`config.mk`:
```
export PLATFORM = sky130hd
export DESIGN_NAME = sram_ctrl
export DESIGN_NICKNAME = d
export VERILOG_FILES = /design/src/rtl/sram_ctrl_pkg.sv /design/src/rtl/sram_lane_align.sv /design/src/rtl/sram_ctrl.sv
export SDC_FILE = /design/constraint.sdc
export NUM_CORES = 1
export LEC_CHECK = 0
export ABC_AREA = 1
export CORE_ASPECT_RATIO = 1.25
export CORE_MARGIN = 2
export CORE_UTILIZATION = 46
export DETAILED_ROUTE_END_ITERATION = 10
export GPL_ROUTABILITY_DRIVEN = 0
export GPL_TIMING_DRIVEN = 0
export PLACE_DENSITY_LB_ADDON = 0.2
export SLEW_MARGIN = 20
export SYNTH_ARGS = -nofsm -noshare
export SYNTH_HDL_FRONTEND = slang
export SYNTH_SLANG_ARGS = --single-unit
```
`constraint.sdc`:
```
create_clock -name clk -period 2.51 [get_ports clk]
set_input_delay 0.502 -clock clk [delete_from_list [all_inputs] [get_ports clk]]
set_output_delay 0.502 -clock clk [all_outputs]
set_load 0.01 [all_outputs]
```
`src/rtl/sram_ctrl_pkg.sv`:
```
// rtl/sram_ctrl_pkg.sv - shared types and constants for the pulse-driven SRAM controller
// Contents: FSM state enum, RV32I load/store width codes, pulse counter width,
// and the funct3 legality helper used by the request decoder.
package sram_ctrl_pkg;

    typedef enum logic [1:0] {
        IDLE  = 2'd0,
        SETUP = 2'd1,
        PULSE = 2'd2,
        RESP  = 2'd3
    } state_e;

    localparam logic [2:0] F3_B  = 3'b000;
    localparam logic [2:0] F3_H  = 3'b001;
    localparam logic [2:0] F3_W  = 3'b010;
    localparam logic [2:0] F3_BU = 3'b100;
    localparam logic [2:0] F3_HU = 3'b101;

    // Wide enough for PULSE_W up to 15.
    localparam int CNT_W = 4;

    // Stores only have signed-width codes; loads additionally allow BU/HU.
    function automatic logic f3_illegal(input logic we, input logic [2:0] f3);
        logic ok;
        ok = (f3 == F3_B) || (f3 == F3_H) || (f3 == F3_W);
        if (!we) begin
            ok = ok || (f3 == F3_BU) || (f3 == F3_HU);
        end
        return !ok;
    endfunction

endpackage

```
`src/rtl/sram_lane_align.sv`:
```
// rtl/sram_lane_align.sv - byte-lane steering for SRAM writes and load extraction
// Ports:
//   funct3_i   : RV32I width/sign code
//   addr_i     : low two bits of the byte address
//   wdata_i    : LSB-aligned store data
//   rdata_i    : raw 32-bit word read from the macro
//   byte_sel_o : byte-lane enable for the access
//   datain_o   : store data replicated across all lanes
//   rdata_o    : selected lane, sign- or zero-extended
module sram_lane_align
    import sram_ctrl_pkg::*;
(
    input  logic [2:0]  funct3_i,
    input  logic [1:0]  addr_i,
    input  logic [31:0] wdata_i,
    input  logic [31:0] rdata_i,
    output logic [3:0]  byte_sel_o,
    output logic [31:0] datain_o,
    output logic [31:0] rdata_o
);

    logic [7:0]  byte_lane;
    logic [15:0] half_lane;

    always_comb begin
        byte_lane  = rdata_i[{addr_i, 3'b000} +: 8];
        // Halfwords only look at addr[1]; addr[0] is either truncated or
        // rejected upstream as misaligned.
        half_lane  = rdata_i[{addr_i[1], 4'b0000} +: 16];
        byte_sel_o = 4'hF;
        datain_o   = wdata_i;
        rdata_o    = rdata_i;
        case (funct3_i[1:0])
            F3_B[1:0]: begin
                byte_sel_o = 4'b0001 << addr_i;
                datain_o   = {4{wdata_i[7:0]}};
                rdata_o    = funct3_i[2] ? {24'h0, byte_lane}
                                         : {{24{byte_lane[7]}}, byte_lane};
            end
            F3_H[1:0]: begin
                byte_sel_o = 4'b0011 << {addr_i[1], 1'b0};
                datain_o   = {2{wdata_i[15:0]}};
                rdata_o    = funct3_i[2] ? {16'h0, half_lane}
                                         : {{16{half_lane[15]}}, half_lane};
            end
            default: ;
        endcase
    end

endmodule

```
`src/rtl/sram_ctrl.sv`:
```
// rtl/sram_ctrl.sv - LSU-side controller for the 128x32 pulse-driven SRAM macro
// Optional build macro: SRAM_CTRL_MISALIGN_EN (reject misaligned half/word accesses).
// Ports:
//   clk, rst                   : clock, synchronous active-high reset
//   req_valid/req_ready        : request handshake (ready only in IDLE)
//   req_we, req_addr,
//   req_funct3, req_wdata      : store flag, byte address, width code, store data
//   resp_valid, resp_rdata,
//   resp_err                   : one-cycle response strobe, load data, error flag
//   sram_addr_sel, sram_byte_sel,
//   sram_datain                : registered word select, lane enable, write data
//   sram_read_pulse,
//   sram_write_pulse           : registered access strobes, PULSE_W cycles wide
//   sram_dataout               : raw read word from the macro
module sram_ctrl
    import sram_ctrl_pkg::*;
#(
    parameter int ADDR_W  = 7,
    parameter int PULSE_W = 1
) (
    input  logic              clk,
    input  logic              rst,
    input  logic              req_valid,
    output logic              req_ready,
    input  logic              req_we,
    input  logic [ADDR_W+1:0] req_addr,
    input  logic [2:0]        req_funct3,
    input  logic [31:0]       req_wdata,
    output logic              resp_valid,
    output logic [31:0]       resp_rdata,
    output logic              resp_err,
    output logic [ADDR_W-1:0] sram_addr_sel,
    output logic [3:0]        sram_byte_sel,
    output logic              sram_read_pulse,
    output logic              sram_write_pulse,
    output logic [31:0]       sram_datain,
    input  logic [31:0]       sram_dataout
);

    state_e            state_q, state_d;
    logic [CNT_W-1:0]  cnt_q, cnt_d;
    logic              we_q, err_q;
    logic [2:0]        f3_q;
    logic [1:0]        lane_q;
    logic [ADDR_W-1:0] addr_sel_q;
    logic [3:0]        byte_sel_q;
    logic [31:0]       datain_q, rdata_q;
    logic              rd_pulse_q, wr_pulse_q;
    logic              req_err;
    logic [2:0]        al_f3;
    logic [1:0]        al_addr;
    logic [3:0]        al_bsel;
    logic [31:0]       al_din, al_rdata;

    always_comb begin
        req_err = f3_illegal(req_we, req_funct3);
`ifdef SRAM_CTRL_MISALIGN_EN
        if (req_funct3[1:0] == F3_H[1:0] && req_addr[0]) begin
            req_err = 1'b1;
        end
        if (req_funct3[1:0] == F3_W[1:0] && req_addr[1:0] != 2'b00) begin
            req_err = 1'b1;
        end
`endif
    end

    // One aligner serves both directions: in IDLE it sees the incoming
    // request (write lane/byte_sel), afterwards the latched request so the
    // captured read word is extracted during RESP.
    always_comb begin
        al_f3   = (state_q == IDLE) ? req_funct3    : f3_q;
        al_addr = (state_q == IDLE) ? req_addr[1:0] : lane_q;
    end

    sram_lane_align u_align (
        .funct3_i   (al_f3),
        .addr_i     (al_addr),
        .wdata_i    (req_wdata),
        .rdata_i    (rdata_q),
        .byte_sel_o (al_bsel),
        .datain_o   (al_din),
        .rdata_o    (al_rdata)
    );

    always_ff @(posedge clk) begin
        if (rst) begin
            state_q <= IDLE;
            cnt_q   <= '0;
        end else begin
            state_q <= state_d;
            cnt_q   <= cnt_d;
        end
    end

    always_comb begin
        state_d = state_q;
        cnt_d   = cnt_q;
        case (state_q)
            IDLE: begin
                if (req_valid) begin
                    state_d = req_err ? RESP : SETUP;
                end
            end
            SETUP: begin
                state_d = PULSE;
                cnt_d   = '0;
            end
            PULSE: begin
                if (cnt_q == CNT_W'(PULSE_W - 1)) begin
                    state_d = RESP;
                end else begin
                    cnt_d = cnt_q + CNT_W'(1);
                end
            end
            RESP:    state_d = IDLE;
            default: state_d = IDLE;
        endcase
    end

    always_comb begin
        req_ready  = (state_q == IDLE);
        resp_valid = (state_q == RESP);
        resp_err   = resp_valid && err_q;
        resp_rdata = (resp_valid && !err_q && !we_q) ? al_rdata : 32'h0;
    end

    // Pulses are flops keyed off the next state, so they rise on the
    // SETUP->PULSE edge and fall on the edge leaving PULSE (or on reset).
    always_ff @(posedge clk) begin
        if (rst) begin
            we_q       <= 1'b0;
            err_q      <= 1'b0;
            f3_q       <= 3'b000;
            lane_q     <= 2'b00;
            addr_sel_q <= '0;
            byte_sel_q <= 4'h0;
            datain_q   <= 32'h0;
            rdata_q    <= 32'h0;
            rd_pulse_q <= 1'b0;
            wr_pulse_q <= 1'b0;
        end else begin
            rd_pulse_q <= (state_d == PULSE) && !we_q;
            wr_pulse_q <= (state_d == PULSE) && we_q;
            if (state_q == IDLE && req_valid) begin
                we_q   <= req_we;
                err_q  <= req_err;
                f3_q   <= req_funct3;
                lane_q <= req_addr[1:0];
                if (!req_err) begin
                    addr_sel_q <= req_addr[ADDR_W+1:2];
                    byte_sel_q <= al_bsel;
                    datain_q   <= al_din;
                end
            end
            if (state_q == PULSE && state_d == RESP && !we_q) begin
                rdata_q <= sram_dataout;
            end
        end
    end

    assign sram_addr_sel    = addr_sel_q;
    assign sram_byte_sel    = byte_sel_q;
    assign sram_datain      = datain_q;
    assign sram_read_pulse  = rd_pulse_q;
    assign sram_write_pulse = wr_pulse_q;

endmodule

```
==> results.py, run 1 <==
metrics = {
    "route": {
        "dr.first_iter.drc_count": 431,
        "ant_nets": 0,
        "num_vias": 5723,
        "totalWireLength_um": 17480,
        "firstDrtPassIters": 5,
        "viasPerCell": 5.578,
        "drcViolationCount": 0,
        "wl_per_cell_um": 17.04,
    },
    "clock_tree": {
        "path_clk_slew_ns": 0.07,
        "cts_buffers": 9,
        "cts_tree": "built",
        "cts_buffer_depth": 2,
        "cts.sinks": 90,
        "htreeDepth": 3,
        "cts_hold_buf": 0,
        "clk_latency_ns": 0.36,
        "cts_root_buffer": "clkbuf_16",
    },
    "synthesis": {
        "syn-num-nets": 772,
        "async_flop_share_pct": 0,
        "syn_area_mm2": 0.004618,
        "synth.avg_cell_area_um2": 6.732,
        "synth-seq-cells": 90,
        "synth_cells": 686,
        "synth_flop_cell": "dfxtp_1",
        "synth_cell_type_count": 30,
        "synth-edff-count": 0,
        "ys.warnings.count": 0,
        "ys_seq_area_share_pct": 39.01,
    },
    "worst_setup_path": {
        "cp_top_family": "buffers and inverters",
        "path_class": "reg2out",
        "cp_common_cell": "buf_8",
        "worstPathArrival_ns": 2.26,
        "crit_required_ns": 2.01,
        "crit_buf_inv": 6,
        "max_stage_delay_ns": 0.33,
        "start_kind": "register",
        "crit_fanout": 8,
        "path_cells": "inv_2, ha_4, buf_8, o21ai_4, inv_4, buf_8, nor2_8, buf_6, a22oi_2, a21oi_2, buf_2",
        "critical_path.slowest_cell": "dfxtp_2",
        "end_kind": "output pin",
    },
    "placement": {
        "dpl.cell_count": 971,
        "hpwl_um": 11660,
        "numPortBuffers": 159,
    },
    "timing": {
        "fin_crit_ns": 2.767,
        "slew_viol_final": 0,
        "fin_crit_sh_pct": 110.2,
        "rsz0062_at_grt": "true",
        "finalSetupTns_ns": -6.224,
        "fmax_mhz": 361.5,
        "maxSlewHeadroom_pct": 60.25,
        "tightest_slew_ns": 0.5962,
        "skew_ns": 0.01076,
        "setup_slack_ns": -0.2566,
        "report.final.hold_viol_count": 0,
        "final-setup-viol-count": 32,
    },
    "global_route": {
        "use_met1_pct": 33.18,
        "antenna_found_initial": 0,
        "grt_pass1_vias": 5582,
        "grt_max_degree": 16,
        "top_usage_layer": "met2",
        "grt_pass1_wl_um": 26210,
        "use_met2_pct": 56.40,
        "grt_overflow": 0,
        "grtUsageTotal_pct": 31.08,
        "grtUsageMet3_pct": 6.697,
    },
    "power": {
        "leakagePower_nw": 3.355,
        "powerDensity_mw_per_mm2": 1060,
        "peakVddDrop_mv": 0.4790,
    },
    "run_status": {
        "violations": "setup timing",
        "status": "finished with violations",
    },
    "job": {
        "max_cap_violations": 0,
    },
    "finish": {
        "final_common_cell": "nand2_1",
        "fillers": 655,
        "fin_util_pct": 76.70,
        "antenna_cells": 0,
        "final_nets": 982,
        "fin_cells": 1026,
        "syn_to_final_growth_pct": 61.26,
        "drive_above_1_share_pct": 23.11,
        "final_cell_mix": "nand2_1 (140), clkdlybuf4s50_1 (126), nor2_1 (110)",
    },
    "die": {
        "start_util_pct": 47.56,
        "ios": 160,
        "rows": 40,
        "dieArea_mm2": 0.01086,
        "core_area_mm2": 0.009709,
        "die_w_um": 93.62,
        "die_h_um": 116.0,
    },
    "worst_hold_path": {
        "hold_class": "reg2reg",
    },
}
-- area by class of cell --
class	instances	area [µm²]	share of cell area, %
well taps	126	157.7	2.117
flip-flops and latches	90	1804	24.23
clock buffers	9	225.2	3.024
clock inverters	6	115.1	1.546
inverters	64	247.7	3.327
repair buffers	199	1903	25.55
plain buffers	39	250.2	3.360
multi-input cells	493	2744	36.84
-- per-stage QoR --
stage / total power, W / worst slack (ns) / area [µm²] / hold slack, ns
after floorplan: 0.003934 / 0.09163 / 4618 / 0.3913
after CTS: 0.007416 / -0.1414 / 7147 / 0.4410
after global routing: 0.008309 / -0.3058 / 7447 / 0.4666
final: 0.007895 / -0.2566 / 7447 / 0.4520
after detailed placement: 0.005011 / -0.7758 / 6367 / 0.4210
after global placement: 0.004926 / -0.7419 / 6367 / 0.4071
-- Yosys cell counts (8+ instances only) --
cell type  number  share of area [%]
a21oi_1        51                5.5
nand3_1        31                3.4
dfxtp_1        90                 39
nor2_2         11                1.5
buf_2          17                1.8
clkbuf_1       16                1.3
inv_1          60                4.9
a311oi_1        8                1.5
nor2_1        117                9.5
o21ai_0        47                5.1
nand2_1       164                 13
nand4_1        14                1.9
o211ai_1       10                1.6
a31oi_1         8                1.1
-- what timing repair did --
item	in CTS	in global routing
endpoints found under the setup margin	32	32
setup buffers	32	5
pin swaps	35	26
resized for setup	212	61
cloned	3	0
-- metal layers --
layer	up-vias	wire length (µm)
li1	2647	-
met1	2653	6048
met2	348	8867
met3	75	1664
met4	0	903
met5	-	0
-- worst paths after layout --
path,startpoint,end,slack (ns),cells past startpoint
min reg2reg,we_q,sram_read_pulse,0.45,1
max,state_q[0],resp_rdata[6],-0.26,11
max reg2reg,state_q[0],rdata_q[29],0.23,10
min,we_q,sram_read_pulse,0.45,1
-- kinds of logic after synthesis --
| family | synth area share, % |
|---|---|
| AO/OA/AOI/OAI | 17.04 |
| XOR/XNOR | 0.1897 |
| adder cells (fa/ha/maj) | 1.626 |
| AND/OR/NAND/NOR | 32.32 |
| buffers and inverters | 9.808 |
| flip-flops | 39.01 |
-- state kept, by name, summed over array words and instances, names as in the netlist --
signal,count
f3_q,3
cnt_q,4
sram_addr_sel,7
sram_byte_sel,4
sram_datain,32
err_q,1
sram_write_pulse,1
lane_q,2
rdata_q,32
sram_read_pulse,1
we_q,1
state_q,2
-- power by group --
| part | switching (W) | internal, W | total (W) |
|---|---|---|---|
| clock network | 0.000595 | 0.000973 | 0.00157 |
| registers | 0.000217 | 0.00173 | 0.00194 |
| logic | 0.00253 | 0.00185 | 0.00438 |
| total | 0.00335 | 0.00455 | 0.00789 |
(Power assumes the default switching activity.)
==> inputs of run 2 (changes only) <==
- CORE_UTILIZATION: 46 -> 40
==> results.py, run 2 (same netlist as run 1, synthesis figures left out) <==
metrics = {
    "clock_tree": {
        "cts_root_buffer": "clkbuf_16",
        "path_clk_slew_ns": 0.06,
        "clk_latency_ns": 0.35,
        "cts.sinks": 90,
        "htreeDepth": 3,
        "cts_hold_buf": 0,
        "cts_tree": "built",
        "cts_buffers": 9,
        "cts_buffer_depth": 2,
    },
    "global_route": {
        "grtUsageTotal_pct": 26.62,
        "antenna_found_initial": 0,
        "grt_pass1_vias": 5297,
        "grt_pass1_wl_um": 25630,
        "grt_max_degree": 16,
        "grt_overflow": 0,
    },
    "power": {
        "power_frac_clock_pct": 16.5,
        "swShare_pct": 43.84,
        "internal_power_w": 0.004258,
        "powerDensity_mw_per_mm2": 1022,
        "switching_power_w": 0.003324,
        "peakVddDrop_mv": 0.4980,
        "total_power_w": 0.007582,
        "pwr-share-comb_pct": 57.9,
        "leakagePower_nw": 3.351,
        "power.share.sequential_pct": 25.6,
    },
    "timing": {
        "final-setup-viol-count": 32,
        "fin_crit_sh_pct": 112.2,
        "setup_slack_ns": -0.3052,
        "rsz0062_at_grt": "true",
        "report.final.hold_viol_count": 0,
        "holdWs_ns": 0.4230,
        "skew_ns": 0.008043,
        "fmax_mhz": 355.2,
        "tightest_slew_ns": 0.5861,
        "maxSlewHeadroom_pct": 60.92,
        "fin_crit_ns": 2.815,
        "slew_viol_final": 0,
    },
    "finish": {
        "syn_to_final_growth_pct": 60.72,
        "final_nets": 987,
        "drive_above_1_share_pct": 22.85,
        "final_cell_mix": "nand2_1 (143), clkdlybuf4s50_1 (126), nor2_1 (109)",
        "fillers": 924,
        "antenna_cells": 0,
        "final_common_cell": "nand2_1",
        "fin_cells": 1041,
    },
    "run_status": {
        "status": "finished with violations",
        "violations": "setup timing",
    },
    "placement": {
        "dpl.cell_count": 980,
        "hpwl_um": 12020,
        "dp_slack_ns": -0.8032,
        "numPortBuffers": 159,
    },
    "worst_setup_path": {
        "worstPathArrival_ns": 2.31,
        "end_kind": "output pin",
        "crit_fanout": 8,
        "crit_required_ns": 2.01,
        "start_kind": "register",
        "path_class": "reg2out",
    },
    "route": {
        "drcViolationCount": 0,
        "viasPerCell": 5.342,
        "ant_nets": 0,
        "firstDrtPassIters": 5,
        "totalWireLength_um": 17160,
        "dr.first_iter.drc_count": 404,
        "num_vias": 5561,
        "wl_per_cell_um": 16.48,
    },
    "die": {
        "core_area_mm2": 0.01119,
        "ios": 160,
        "dieArea_mm2": 0.01243,
        "start_util_pct": 41.27,
        "die_h_um": 124.1,
        "rows": 43,
        "die_w_um": 100.1,
    },
    "worst_hold_path": {
        "hold_class": "reg2reg",
    },
    "job": {
        "max_cap_violations": 0,
    },
}
## run 2: cell count changes in the layout (fill, tap and decap cells not counted), moves of 3 or more
| cell | before | now |
|---|---|---|
| a21oi_1 | 42 | 45 |
| a21oi_2 | 8 | 5 |
| buf_4 | 33 | 37 |
| buf_6 | 25 | 29 |
| bufinv_16 | 3 | 0 |
| nand2_1 | 140 | 143 |
| nand2_2 | 19 | 13 |
| nand2_4 | 8 | 11 |
| nand3_2 | 10 | 6 |
## run 2: per-layer routing
layer / routed length, µm / up-vias / GRT usage, % / share of wire (%)
li1: - / 2654 / - / -
met1: 6211 / 2520 / 28.67 / 36
met2: 8584 / 311 / 48.40 / 50
met3: 1312 / 76 / 3.479 / 7.6
met4: 1046 / 0 / 18.07 / 6.1
met5: 0 / - / 0 / 0
## run 2: power by group through the flow
stage,clock network (W),logic (W),registers [W]
2_1_floorplan,0,0.00198,0.00195
3_3_place_gp,0,0.00303,0.00193
3_5_place_dp,0,0.00310,0.00194
4_1_cts,0.00126,0.00388,0.00192
5_1_grt,0.00132,0.00472,0.00197
6_report,0.00125,0.00439,0.00194
## run 2: per-stage QoR
step | utilization, % | TNS (ns) | area (µm²)
2_1_floorplan | - | 0 | 4618
4_1_cts | 63.16 | -4.584 | 7068
5_1_grt | 66.32 | -11.07 | 7422
3_3_place_gp | 57.00 | -22.48 | 6379
3_5_place_dp | 57.00 | -23.10 | 6379
6_report | 66.32 | -7.968 | 7422
## run 2: area by class of cell
cell class / instances / area (µm²) / area share, %
buffer: 39 / 245.2 / 3.304
clock inverter: 6 / 41.29 / 0.5563
clock buffer: 10 / 229.0 / 3.085
multi-input combinational: 493 / 2736 / 36.87
inverter: 64 / 247.7 / 3.338
timing repair buffer: 204 / 1949 / 26.26
tap: 135 / 168.9 / 2.276
sequential: 90 / 1804 / 24.31
## run 2: critical path, stage by stage, from the launching register on
cell and delay, ns:
dfxtp_2 0.35, inv_2 0.06, ha_4 0.18, buf_8 0.14, o21ai_4 0.25, inv_4 0.09
buf_8 0.15, nor2_8 0.18, buf_4 0.15, nand2_1 0.05, o211ai_1 0.10, nand2_1 0.08
inv_1 0.08, buf_6 0.10
## run 2: path summary, 6_finish.rpt
kind	start	endpoint	slack [ns]	cells past startpoint
min	we_q	sram_read_pulse	0.42	1
max	state_q[0]	resp_rdata[7]	-0.31	13
max reg2reg	state_q[0]	sram_datain[17]	0.16	12
min reg2reg	we_q	sram_read_pulse	0.42	1
## run 2: repair_timing
| action | in CTS | in global routing |
|---|---|---|
| setup buffers | 32 | 10 |
| endpoints found under the setup margin | 32 | 32 |
| resized for setup | 209 | 63 |
| pin swaps | 28 | 20 |
| cloned | 3 | 0 |
==> inputs of run 3 (changes only) <==
- CTS_BUF_LIST: default -> sky130_fd_sc_hd__clkbuf_2 sky130_fd_sc_hd__clkbuf_4 sky130_fd_sc_hd__clkbuf_8
- clock period: 2.51 -> 3.02 ns (I/O delays scaled with it)
==> results.py, run 3 (same netlist as run 1, synthesis figures left out) <==
metrics = {
    "worst_setup_path": {
        "crit_buf_inv": 5,
        "worstPathArrival_ns": 2.37,
        "path_cells": "clkdlybuf4s50_1, nand2_2, o21ai_4, inv_4, buf_12, nor2_8, buf_6, a22oi_1, a21oi_1, buf_2",
        "crit_fanout": 10,
        "cp_top_family": "buffers and inverters",
        "max_stage_delay_ns": 0.55,
        "path_class": "in2out",
        "start_kind": "input pin",
        "crit_required_ns": 2.42,
        "end_kind": "output pin",
        "critical_path.slowest_cell": "clkdlybuf4s50_1",
    },
    "power": {
        "power_frac_clock_pct": 14.3,
        "powerDensity_mw_per_mm2": 794.9,
        "peakVddDrop_mv": 0.2923,
        "swShare_pct": 44.58,
        "switching_power_w": 0.002372,
        "pwr-share-comb_pct": 55.6,
        "power.share.sequential_pct": 30.1,
        "leakagePower_nw": 3.022,
        "internal_power_w": 0.002949,
    },
    "worst_hold_path": {
        "hold_class": "reg2reg",
    },
    "global_route": {
        "grtUsageTotal_pct": 25.23,
        "grt_overflow": 0,
        "grt_max_degree": 16,
        "antenna_found_initial": 0,
        "grt_pass1_wl_um": 24360,
        "grt_pass1_vias": 5063,
    },
    "clock_tree": {
        "cts_tree": "built",
        "cts_root_buffer": "clkbuf_8",
        "clk_latency_ns": 0.38,
        "cts_buffer_depth": 2,
        "cts.sinks": 90,
        "htreeDepth": 3,
        "path_clk_slew_ns": 0.08,
        "cts_hold_buf": 0,
        "cts_buffers": 9,
    },
    "die": {
        "core_area_mm2": 0.01119,
        "rows": 43,
        "ios": 160,
        "dieArea_mm2": 0.01243,
        "die_h_um": 124.1,
        "start_util_pct": 41.27,
        "die_w_um": 100.1,
    },
    "route": {
        "ant_nets": 0,
        "viasPerCell": 5.234,
        "totalWireLength_um": 15760,
        "dr.first_iter.drc_count": 334,
        "wl_per_cell_um": 15.54,
        "drcViolationCount": 0,
        "firstDrtPassIters": 5,
        "num_vias": 5307,
    },
    "finish": {
        "final_cell_mix": "nand2_1 (157), clkdlybuf4s50_1 (126), nor2_1 (117)",
        "drive_above_1_share_pct": 14.45,
        "fillers": 1058,
        "final_common_cell": "nand2_1",
        "antenna_cells": 0,
        "final_nets": 960,
        "syn_to_final_growth_pct": 44.95,
        "fin_cells": 1014,
    },
    "timing": {
        "fmax_mhz": 336.4,
        "holdWs_ns": 0.4258,
        "report.final.hold_viol_count": 0,
        "fin_crit_ns": 2.972,
        "final-setup-viol-count": 0,
        "maxSlewHeadroom_pct": 58.74,
        "rsz0062_at_grt": "true",
        "tightest_slew_ns": 0.6189,
        "skew_ns": 0.01480,
        "fin_crit_sh_pct": 98.42,
        "slew_viol_final": 0,
    },
    "placement": {
        "numPortBuffers": 159,
        "dpl.cell_count": 980,
        "hpwl_um": 12020,
    },
    "job": {
        "max_cap_violations": 0,
    },
    "run_status": {
        "status": "complete, no violations",
    },
}
[run 3: cell types whose count changed in the layout (fill, tap and decap cells not counted), sizes merged]
cell	delta
buf	-45
clkbuf	+10
clkdlybuf4s15	+4
dlygate4sd2	+4
clkinv	-1
clkinvlp	+1
[run 3: timing repair]
action,in CTS,in global routing
cloned,0,1
buffers inserted,11,6
gates resized for setup,74,66
setup endpoints to repair,32,31
pin swaps,6,8
[run 3: cell type report]
cell class	instances	area (µm²)	area share (%)
Timing Repair Buffer	177	1612	24.07
Buffer	39	239.0	3.570
Tap cell	135	168.9	2.523
Inverter	64	252.7	3.776
Multi-Input combinational cell	493	2442	36.49
Sequential cell	90	1807	26.99
Clock buffer	10	131.4	1.963
Clock inverter	6	41.29	0.6168
[run 3: path summary, 6_finish.rpt]
check | from | endpoint | slack (ns) | cells past startpoint
setup / recovery | req_addr[1] | resp_rdata[6] | 0.05 | 10
hold / removal | we_q | sram_read_pulse | 0.43 | 1
setup reg to reg | state_q[1] | rdata_q[19] | 0.68 | 10
hold reg to reg | we_q | sram_read_pulse | 0.43 | 1
[run 3: routing by layer]
| metal | track usage [%] | routed length (µm) | up-vias |
|---|---|---|---|
| li1 | - | - | 2595 |
| met1 | 27.70 | 5966 | 2415 |
| met2 | 46.88 | 7984 | 250 |
| met3 | 4.938 | 1237 | 47 |
| met4 | 11.30 | 572 | 0 |
| met5 | 0 | 0 | - |
[run 3: per-stage QoR]
step | TNS, ns | power, W | instance area, µm² | setup slack [ns] | utilization [%]
after floorplan | 0 | 0.003270 | 4618 | 0.4996 | -
after global placement | -12.69 | 0.004119 | 6379 | -0.4712 | 57.00
after detailed placement | -13.31 | 0.004182 | 6379 | -0.4972 | 57.00
after CTS | -0.07456 | 0.005124 | 6669 | -0.03237 | 59.59
after global routing | -0.1453 | 0.005698 | 6694 | -0.02962 | 59.82
final | 0 | 0.005321 | 6694 | 0.04765 | 59.82
[run 3: power by group through the flow]
stage / sequential [W] / combinational, W / clock, W
after detailed placement: 0.00161 / 0.00257 / 0
after CTS: 0.00159 / 0.00277 / 0.000769
final: 0.00160 / 0.00296 / 0.000761
after floorplan: 0.00162 / 0.00165 / 0
after global placement: 0.00160 / 0.00252 / 0
after global routing: 0.00162 / 0.00326 / 0.000818
